==> src/rtl/bios_arb_pkg.sv <==
// Shared types and default widths for the BIOS ROM arbiter.
package bios_arb_pkg;

    localparam int unsigned AW_DEF = 16;
    localparam int unsigned DW_DEF = 16;

    // Transaction sequencer states: one grant cycle, one ROM cycle, one ack cycle.
    typedef enum logic [1:0] {
        IDLE   = 2'd0,
        ACCESS = 2'd1,
        RESP   = 2'd2
    } state_e;

endpackage

==> src/rtl/rr_arb2.sv <==
// Two-way round-robin decision: a lone requester wins; on contention the
// requester that did not win last time is chosen.
module rr_arb2 (
    input  logic [1:0] req,
    input  logic       last_grant,
    output logic       grant_valid,
    output logic       grant_idx
);

    // Combinational winner selection.
    always_comb begin
        grant_valid = |req;
        grant_idx   = 1'b0;
        case (req)
            2'b01:   grant_idx = 1'b0;
            2'b10:   grant_idx = 1'b1;
            2'b11:   grant_idx = ~last_grant;
            default: grant_idx = 1'b0;
        endcase
    end

endmodule

==> src/rtl/bios_arbiter.sv <==
// Arbitrates instruction-fetch (m0) and data (m1) reads onto a single BIOS ROM.
// Every access takes three cycles: grant, ROM access, one-cycle ack.
module bios_arbiter
    import bios_arb_pkg::*;
#(
    parameter int unsigned AW = AW_DEF,
    parameter int unsigned DW = DW_DEF
) (
    input  logic          clk,
    input  logic          rst,
    input  logic          m0_req,
    input  logic [AW-1:0] m0_addr,
    input  logic [1:0]    m0_be,
    output logic          m0_ack,
    output logic [DW-1:0] m0_rdata,
    input  logic          m1_req,
    input  logic [AW-1:0] m1_addr,
    input  logic [1:0]    m1_be,
    output logic          m1_ack,
    output logic [DW-1:0] m1_rdata,
    output logic [AW-1:0] rom_addr,
    output logic [1:0]    rom_be,
    output logic          rom_ce,
    input  logic [DW-1:0] rom_data
);

    state_e        state_q,      state_d;
    logic          last_grant_q, last_grant_d;
    logic          gnt_idx_q,    gnt_idx_d;
    logic [AW-1:0] gnt_addr_q,   gnt_addr_d;
    logic [1:0]    gnt_be_q,     gnt_be_d;
    logic          rom_ce_q,     rom_ce_d;
    logic          m0_ack_q,     m0_ack_d;
    logic          m1_ack_q,     m1_ack_d;
    logic [DW-1:0] m0_rdata_q,   m0_rdata_d;
    logic [DW-1:0] m1_rdata_q,   m1_rdata_d;

    logic          grant_valid_s;
    logic          grant_idx_s;

    rr_arb2 u_rr_arb2 (
        .req         ({m1_req, m0_req}),
        .last_grant  (last_grant_q),
        .grant_valid (grant_valid_s),
        .grant_idx   (grant_idx_s)
    );

    // Next-state and next-output logic; everything holds unless a state acts on it.
    always_comb begin
        state_d      = state_q;
        last_grant_d = last_grant_q;
        gnt_idx_d    = gnt_idx_q;
        gnt_addr_d   = gnt_addr_q;
        gnt_be_d     = gnt_be_q;
        rom_ce_d     = 1'b0;
        m0_ack_d     = 1'b0;
        m1_ack_d     = 1'b0;
        m0_rdata_d   = m0_rdata_q;
        m1_rdata_d   = m1_rdata_q;
        case (state_q)
            IDLE: begin
                if (grant_valid_s) begin
                    state_d      = ACCESS;
                    last_grant_d = grant_idx_s;
                    gnt_idx_d    = grant_idx_s;
                    gnt_addr_d   = grant_idx_s ? m1_addr : m0_addr;
                    gnt_be_d     = grant_idx_s ? m1_be   : m0_be;
                    rom_ce_d     = 1'b1;
                end else begin
                    state_d = IDLE;
                end
            end
            ACCESS: begin
                // ROM data is combinational; capture it at the end of the access cycle.
                state_d = RESP;
                if (gnt_idx_q) begin
                    m1_rdata_d = rom_data;
                    m1_ack_d   = 1'b1;
                end else begin
                    m0_rdata_d = rom_data;
                    m0_ack_d   = 1'b1;
                end
            end
            RESP: begin
                state_d = IDLE;
            end
            default: begin
                state_d = IDLE;
            end
        endcase
    end

    // State and output registers with synchronous reset.
    always_ff @(posedge clk) begin
        if (rst) begin
            state_q      <= IDLE;
            last_grant_q <= 1'b1;
            gnt_idx_q    <= 1'b0;
            gnt_addr_q   <= {AW{1'b0}};
            gnt_be_q     <= 2'b00;
            rom_ce_q     <= 1'b0;
            m0_ack_q     <= 1'b0;
            m1_ack_q     <= 1'b0;
            m0_rdata_q   <= {DW{1'b0}};
            m1_rdata_q   <= {DW{1'b0}};
        end else begin
            state_q      <= state_d;
            last_grant_q <= last_grant_d;
            gnt_idx_q    <= gnt_idx_d;
            gnt_addr_q   <= gnt_addr_d;
            gnt_be_q     <= gnt_be_d;
            rom_ce_q     <= rom_ce_d;
            m0_ack_q     <= m0_ack_d;
            m1_ack_q     <= m1_ack_d;
            m0_rdata_q   <= m0_rdata_d;
            m1_rdata_q   <= m1_rdata_d;
        end
    end

    // ROM address/be come straight from the grant registers, so they hold when idle.
    assign rom_addr = gnt_addr_q;
    assign rom_be   = gnt_be_q;
    assign rom_ce   = rom_ce_q;
    assign m0_ack   = m0_ack_q;
    assign m1_ack   = m1_ack_q;
    assign m0_rdata = m0_rdata_q;
    assign m1_rdata = m1_rdata_q;

endmodule
==> config.mk <==
export PLATFORM = sky130hd
export DESIGN_NAME = bios_arbiter
export DESIGN_NICKNAME = d
export VERILOG_FILES = /design/src/rtl/bios_arb_pkg.sv /design/src/rtl/rr_arb2.sv /design/src/rtl/bios_arbiter.sv
export SDC_FILE = /design/constraint.sdc
export NUM_CORES = 1
export LEC_CHECK = 0
export ABC_AREA = 0
export CAP_MARGIN = 5
export CORE_ASPECT_RATIO = 0.5
export CORE_MARGIN = 5
export CORE_UTILIZATION = 33
export CTS_CLUSTER_DIAMETER = 150
export DETAILED_ROUTE_END_ITERATION = 8
export PLACE_DENSITY = 0.72
export RECOVER_POWER = 25
export SLEW_MARGIN = 20
export SYNTH_ARGS = -nofsm -noshare
export SYNTH_HDL_FRONTEND = slang
export SYNTH_HIERARCHICAL = 1
export SYNTH_SLANG_ARGS = --single-unit
==> constraint.sdc <==
create_clock -name clk -period 1.9 [get_ports clk]
set_input_delay 0.19 -clock clk [delete_from_list [all_inputs] [get_ports clk]]
set_output_delay 0.19 -clock clk [all_outputs]
set_load 0.1 [all_outputs]
# Word-level counts from Yosys, hierarchy flattened
# Cells that the tools add are included.
# Widths: inputs -> output; s select.
# word_totals
reg_bits	57
latch_bits	0
ramBits	0
romBits	0
out_inout_bits	53
wordCells	32
memories	0
# classes
n_addsub	0
multipliers	0
div	0
order_cmp	0
eq_ne	3
n_shift	0
muxes	8
bitwise	4
n_reduce_logical	7
# ops
cell	count
$mux 16	1
$reduce_and 2->1	3
$reduce_or 2->1	3
$eq 2x2->1 const B	2
$mux 1	4
$not 1->1	4
$pmux 2 s2	1
$eq 2x1->1 const B	1
$logic_not 2->1	1
$mux 2	1
$pmux 1 s2	1

# Longest topological paths before layout
# Gate-level depths: netlist of the first run.
# logic_depth
depth_word	3
ltp_mapped	5
ltp_nobuf	4

# Hierarchy
# Netlist of the first run, hierarchy kept.
# modules_own_cells
module	n_inst	cells_each	area_each_um2	seq_area_each_um2
bios_arbiter	1	240	2200.9	1141.1
rr_arb2	1	2	13.8	0.0

# Worst setup path after synthesis of the first run
# Ideal clock, no wire load.
# synth_path
path_type	reg2reg
from	reg, netlist name rom_addr[10]
to	reg gnt_addr_q[10] (netlist: rom_addr[10])
setup_ps	81
t_arrival_ps	1260
required_ps	1819
path_slack_ps	560
path_stages_with_launch	3
n_path_buf	0
path_cell_list	dfxtp_1 -> nor2_1 -> a211oi_2
# synth_rtl
element	line_no	source
end signal, assigned	bios_arbiter.sv:99	gnt_addr_q <= {AW{1'b0}};
end signal, assigned	bios_arbiter.sv:110	gnt_addr_q <= gnt_addr_d;
end, declared	bios_arbiter.sv:30	logic [AW-1:0] gnt_addr_q, gnt_addr_d;

# Final worst setup path of the first run
# layout_path
from	reg state_q[1]
to	reg m1_rdata_q[14] (netlist: m1_rdata[14])
# layout_via
elab_chain_cells	2
# layout_rtl
element	line_no	source
start, declared	bios_arbiter.sv:27	state_e state_q, state_d;
start signal, assigned	bios_arbiter.sv:107	state_q <= state_d;
$eq 2x1->1	bios_arbiter.sv:60	case (state_q)
$reduce_and 2->1 (no line)	--	
end signal, assigned	bios_arbiter.sv:105	m1_rdata_q <= {DW{1'b0}};
end signal, assigned	bios_arbiter.sv:116	m1_rdata_q <= m1_rdata_d;
end, declared	bios_arbiter.sv:36	logic [DW-1:0] m1_rdata_q, m1_rdata_d;
# No other way between the ends.
# A chain may end at the register's enable or synchronous reset.

==> impl_metrics.toml, run 1 <==
[placement]
place.gp.congestion = 0.753
place_hpwl_um = 4500
dp_slack_ns = 0.237
placed_area_um2 = 3240
port_buffers = 108

[floorplanning]
die_w_um = 126
ios = 109
core_area_um2 = 6600
die_area_um2 = 8550
rows = 21
die_h_um = 67.9
start_util_pct = 33.6

[status]
status = "finished, final reports clean"

[cts]
cts_root_buffer = "clkbuf_16"
cts_buffers = 9
cts_setup_buffers = 0
post_cts_resized = 0
cts_hold_buf = 0
clockBufferDepth = 2
clkSinkCount = 57
clock_latency_ns = 0.31
htreeDepth = 3
cts_tree = "yes"
clk_pin_slew_ns = 0.05

[grt]
grt_busiest_layer = "met2"
grtUsageMet1_pct = 15.0
use_met2_pct = 26.3
grt_pass1_wl_um = 9380
grt_max_degree = 38
grt_overflow_total = 0
met3_usage_pct = 4.52
antenna_found_initial = 0
grt_pass1_vias = 1984
gr-usage-all-layers_pct = 13.9

[final_layout]
layout_commonest_cell = "nand2_1"
fin_area_um2 = 3460
nets = 404
drive_gt1_share_pct = 24.6
nFillCells = 625
seqCellArea_um2 = 1140
area_growth_pct = 56.0
multi_input_area_um2 = 971
diodes = 0
mostFrequentLayoutCells = "nand2_1 (67), dfxtp_1 (57), clkdlybuf4s50_1 (54), a21oi_1 (34), buf_4 (28)"

[worst_setup_path]
critPathKind = "reg2reg"
r2r_slack_ns = 0.36
cp-start-kind = "flip-flop"
crit_arrival_ns = 1.66
crit_path_end_kind = "flip-flop"
required_ns = 2.03
crit_fanout = 17

[drt]
wire_per_inst_um = 13.4
vias = 2017
drt-vias-per-instance = 4.53
antenna_left = 0
firstDrtPassIters = 4
drt_iter0_drc = 61
routed_wirelength_um = 5980
drc = 0

[sta]
period_needed_ns = 1.54
tightest_slew_ns = 1.32
finalClockSkew_ns = 0.00353
slew_headroom_pct = 12.3
setup_viol_count_final = 0
finalHoldViolations = 0
slew_violations = 0
rsz0062_at_grt = "no"
fin_crit_sh_pct = 80.8
finalSetupTns_ns = 0
hold_ws_ns = 0.452
layout_setup_ws_ns = 0.364
fmax_mhz = 651

[logic_synthesis]
synth.distinct_cells = 20
syn_area_per_cell_um2 = 9.15
synth_area_um2 = 2210
syn_inst = 242
synth-seq-area-share_pct = 51.5
yosysWarnings = 6
syn-num-nets = 298
synth-seq-cells = 57

[power_and_ir_drop]
peakVddDrop_uv = 416
p_leak_nw = 1.39
powerDensity_nw_per_um2 = 1110

[run]
drv_cap = 0

[worst_hold_path]
min_path_type = "reg2reg"
==> cell usage after synthesis, drive strengths merged <==
library cell | n | area share, %
a21oi | 34 | 7.7
clkbuf | 7 | 1.2
dfxtp | 57 | 52
nor3b | 3 | 2.0
buf | 10 | 3.6
nor2 | 22 | 3.7
a21boi | 1 | 0.34
nand2 | 67 | 11
a211oi | 18 | 8.6
mux2i | 18 | 8.1
or3b | 2 | 0.79
nand3b | 1 | 0.34
and3b | 1 | 0.40
or2 | 1 | 0.28
==> worst max-delay path: stages, from the launching register on <==
cell	delay (ns)
dfxtp_1	0.39
nand3b_1	0.62
nand2_1	0.25
a21oi_1	0.09
==> cell type report <==
| class | instances | area share [%] |
|---|---|---|
| well taps | 92 | 3.33 |
| flip-flops and latches | 57 | 33.0 |
| clock inverters | 4 | 0.797 |
| repair buffers | 112 | 27.3 |
| clock buffers | 12 | 7.42 |
| multi-input cells | 168 | 28.1 |
==> where the power goes <==
group          switching (mW)  internal (mW)
Clock                   0.511          0.948
Sequential             0.0510           1.28
Combinational           0.762          0.286
==> path summary, 6_finish.rpt <==
path / start / endpoint / cells past startpoint
hold reg to reg: m1_rdata[13] / m1_rdata[13] / 2
hold / removal: m1_rdata[13] / m1_rdata[13] / 2
setup reg to reg: state_q[1] / m1_rdata[14] / 3
setup / recovery: state_q[1] / m1_rdata[14] / 3
==> kinds of logic after synthesis <==
| family | Yosys count | share of synthesized area [%] |
|---|---|---|
| AND/OR/NAND/NOR | 97 | 18.9 |
| flip-flops | 57 | 51.5 |
| AO/OA/AOI/OAI | 53 | 16.6 |
| multiplexers | 18 | 8.14 |
| buffers and inverters | 17 | 4.80 |
==> registers in the layout, summed over array words and instances, names as in the netlist, 2 cells and up <==
name      flops
rom_addr     16
m0_rdata     16
m1_rdata     16
rom_be        2
state_q       2
==> per-layer routing <==
| layer | routed length, um | part of all wire, % |
|---|---|---|
| met1 | 2370 | 40 |
| met2 | 3250 | 54 |
| met3 | 314 | 5.3 |
| met4 | 41 | 0.69 |
| met5 | 0 | 0 |
==> stage by stage <==
stage | power, mW | cells | utilization, %
floorplan | 2.14 | 242 | -
global placement | 2.42 | 429 | 49.1
detailed placement | 2.43 | 429 | 49.1
CTS | 3.91 | 445 | 53.4
global route | 4.01 | 445 | 52.4
finish | 3.84 | 445 | 52.4
Power figures use the tool's default switching activity.
==> run 2: changes to the inputs <==
- clock period: 1.9 -> 1.57 ns (I/O delays scaled with it)
==> run 2 against run 1 <==
Against the previous run: clock power grew 58%; clock-buffer cell count is the same; critical path depth is the same; sequential power grew 23%; sequential cell count is the same; critical path type unchanged; largest power group unchanged.
==> impl_metrics.toml, run 2 (synthesis results as in run 1) <==
[sta]
slew_violations = 0
fin_crit_sh_pct = 93.1
slew_headroom_pct = 60.1
rsz0062_at_grt = "no"
finalClockSkew_ns = 0.00686
period_needed_ns = 1.46
setup_viol_count_final = 0
hold_ws_ns = 0.221
fmax_mhz = 684
finalHoldViolations = 0
finalSetupTns_ns = 0
tightest_slew_ns = 0.599

[floorplanning]
die_area_um2 = 8550
die_w_um = 126
start_util_pct = 33.6
rows = 21
ios = 109
core_area_um2 = 6600
die_h_um = 67.9

[status]
status = "finished, final reports clean"

[power_and_ir_drop]
powerDensity_nw_per_um2 = 1370
p_sw_mw = 1.66
combPwrFrac_pct = 26.1
peakVddDrop_uv = 694
p_leak_nw = 1.54
power.internal_mw = 3.68
switching_share_pct = 31.0
seq_power_share_pct = 30.6
clock_power_share_pct = 43.3

[drt]
routed_wirelength_um = 6840
wire_per_inst_um = 15.2
drt_iter0_drc = 87
vias = 2135
m1WireLength_um = 2540
drt-vias-per-instance = 4.73
dr_wl_met2_um = 3800
firstDrtPassIters = 4
wl_met3_um = 354
antenna_left = 0
drc = 0
dr.max_layer_used = "met4"

[worst_setup_path]
crit_start = "state_q[0]"
reg2reg_from = "state_q[0]"
crit_fanout = 17
critPathKind = "reg2reg"
required_ns = 1.76
crit_arrival_ns = 1.65
cp-start-kind = "flip-flop"
crit_path_end_kind = "flip-flop"

[final_layout]
nets = 410
nFillCells = 563
final_cells = 451
drive_gt1_share_pct = 26.7
diodes = 0
mostFrequentLayoutCells = "nand2_1 (67), dfxtp_1 (57), clkdlybuf4s50_1 (54), a21oi_1 (34), buf_12 (29)"
layout_commonest_cell = "nand2_1"
area_growth_pct = 76.4

[cts]
clk_pin_slew_ns = 0.05
cts_buffers = 9
clock_latency_ns = 0.32
htreeDepth = 3
cts_root_buffer = "clkbuf_16"
clkSinkCount = 57
cts_tree = "yes"
clockBufferDepth = 2

[placement]
port_buffers = 108
dpl.cell_count = 435
place_hpwl_um = 5140
place.gp.congestion = 0.743

[worst_hold_path]
min_path_type = "in2reg"
hp-start = "rst"

[run]
drv_cap = 0

[grt]
antenna_found_initial = 0
gr-usage-all-layers_pct = 16.3
grt_max_degree = 29
grt_pass1_wl_um = 10900
grt_pass1_vias = 2267
grt_overflow_total = 0
run 2: critical path: stages (launching register included):
cell	delay (ns)
dfxtp_1	0.44
or3b_2	0.67
nand2_1	0.14
a21oi_1	0.08
run 2: stage by stage:
step / util, % / power, mW / area (um2) / setup slack (ns)
final: 59.2 / 5.34 / 3910 / 0.108
after global routing: 59.2 / 5.54 / 3910 / 0.0145
after CTS: 65.2 / 5.57 / 4300 / 0.0777
after detailed placement: 59.6 / 3.24 / 3930 / -0.0724
after global placement: 59.6 / 3.21 / 3930 / 0.00704
after floorplan: - / 2.59 / 2210 / 0.230
run 2: worst paths after layout:
| path | cells after the start | slack [ns] | endpoint |
|---|---|---|---|
| hold / removal | 2 | 0.22 | rom_addr[10] |
| setup / recovery | 3 | 0.11 | m0_rdata[2] |
| setup reg to reg | 3 | 0.11 | m0_rdata[2] |
| hold reg to reg | 2 | 0.45 | m0_rdata[4] |
run 2: metal layers:
| metal | global-route usage (%) | up-vias |
|---|---|---|
| met2 | 32.2 | 62 |
| met3 | 5.38 | 15 |
| met5 | 0 | - |
| met4 | 5.88 | 0 |
| li1 | - | 1041 |
| met1 | 16.6 | 1017 |
run 2: final cells by class:
class	instances	area (um2)	area share [%]
clock buffer	12	267	6.82
clock inverter	4	97.6	2.50
multi-input combinational	168	971	24.8
sequential	57	1140	29.2
tap	92	115	2.95
timing repair buffer	118	1320	33.7
run 2: timing repair:
item	in CTS	in global routing
hold buffers	0	0
setup buffers	0	0
setup endpoints to repair	0	5
resized for setup	0	1
run 2: power by group through the flow:
stage	logic, mW	clock network [mW]	registers, mW
finish	1.40	2.31	1.63
floorplan	0.301	0	2.29
detailed placement	1.55	0	1.69
global placement	1.52	0	1.68
CTS	1.56	2.35	1.66
global route	1.45	2.44	1.65
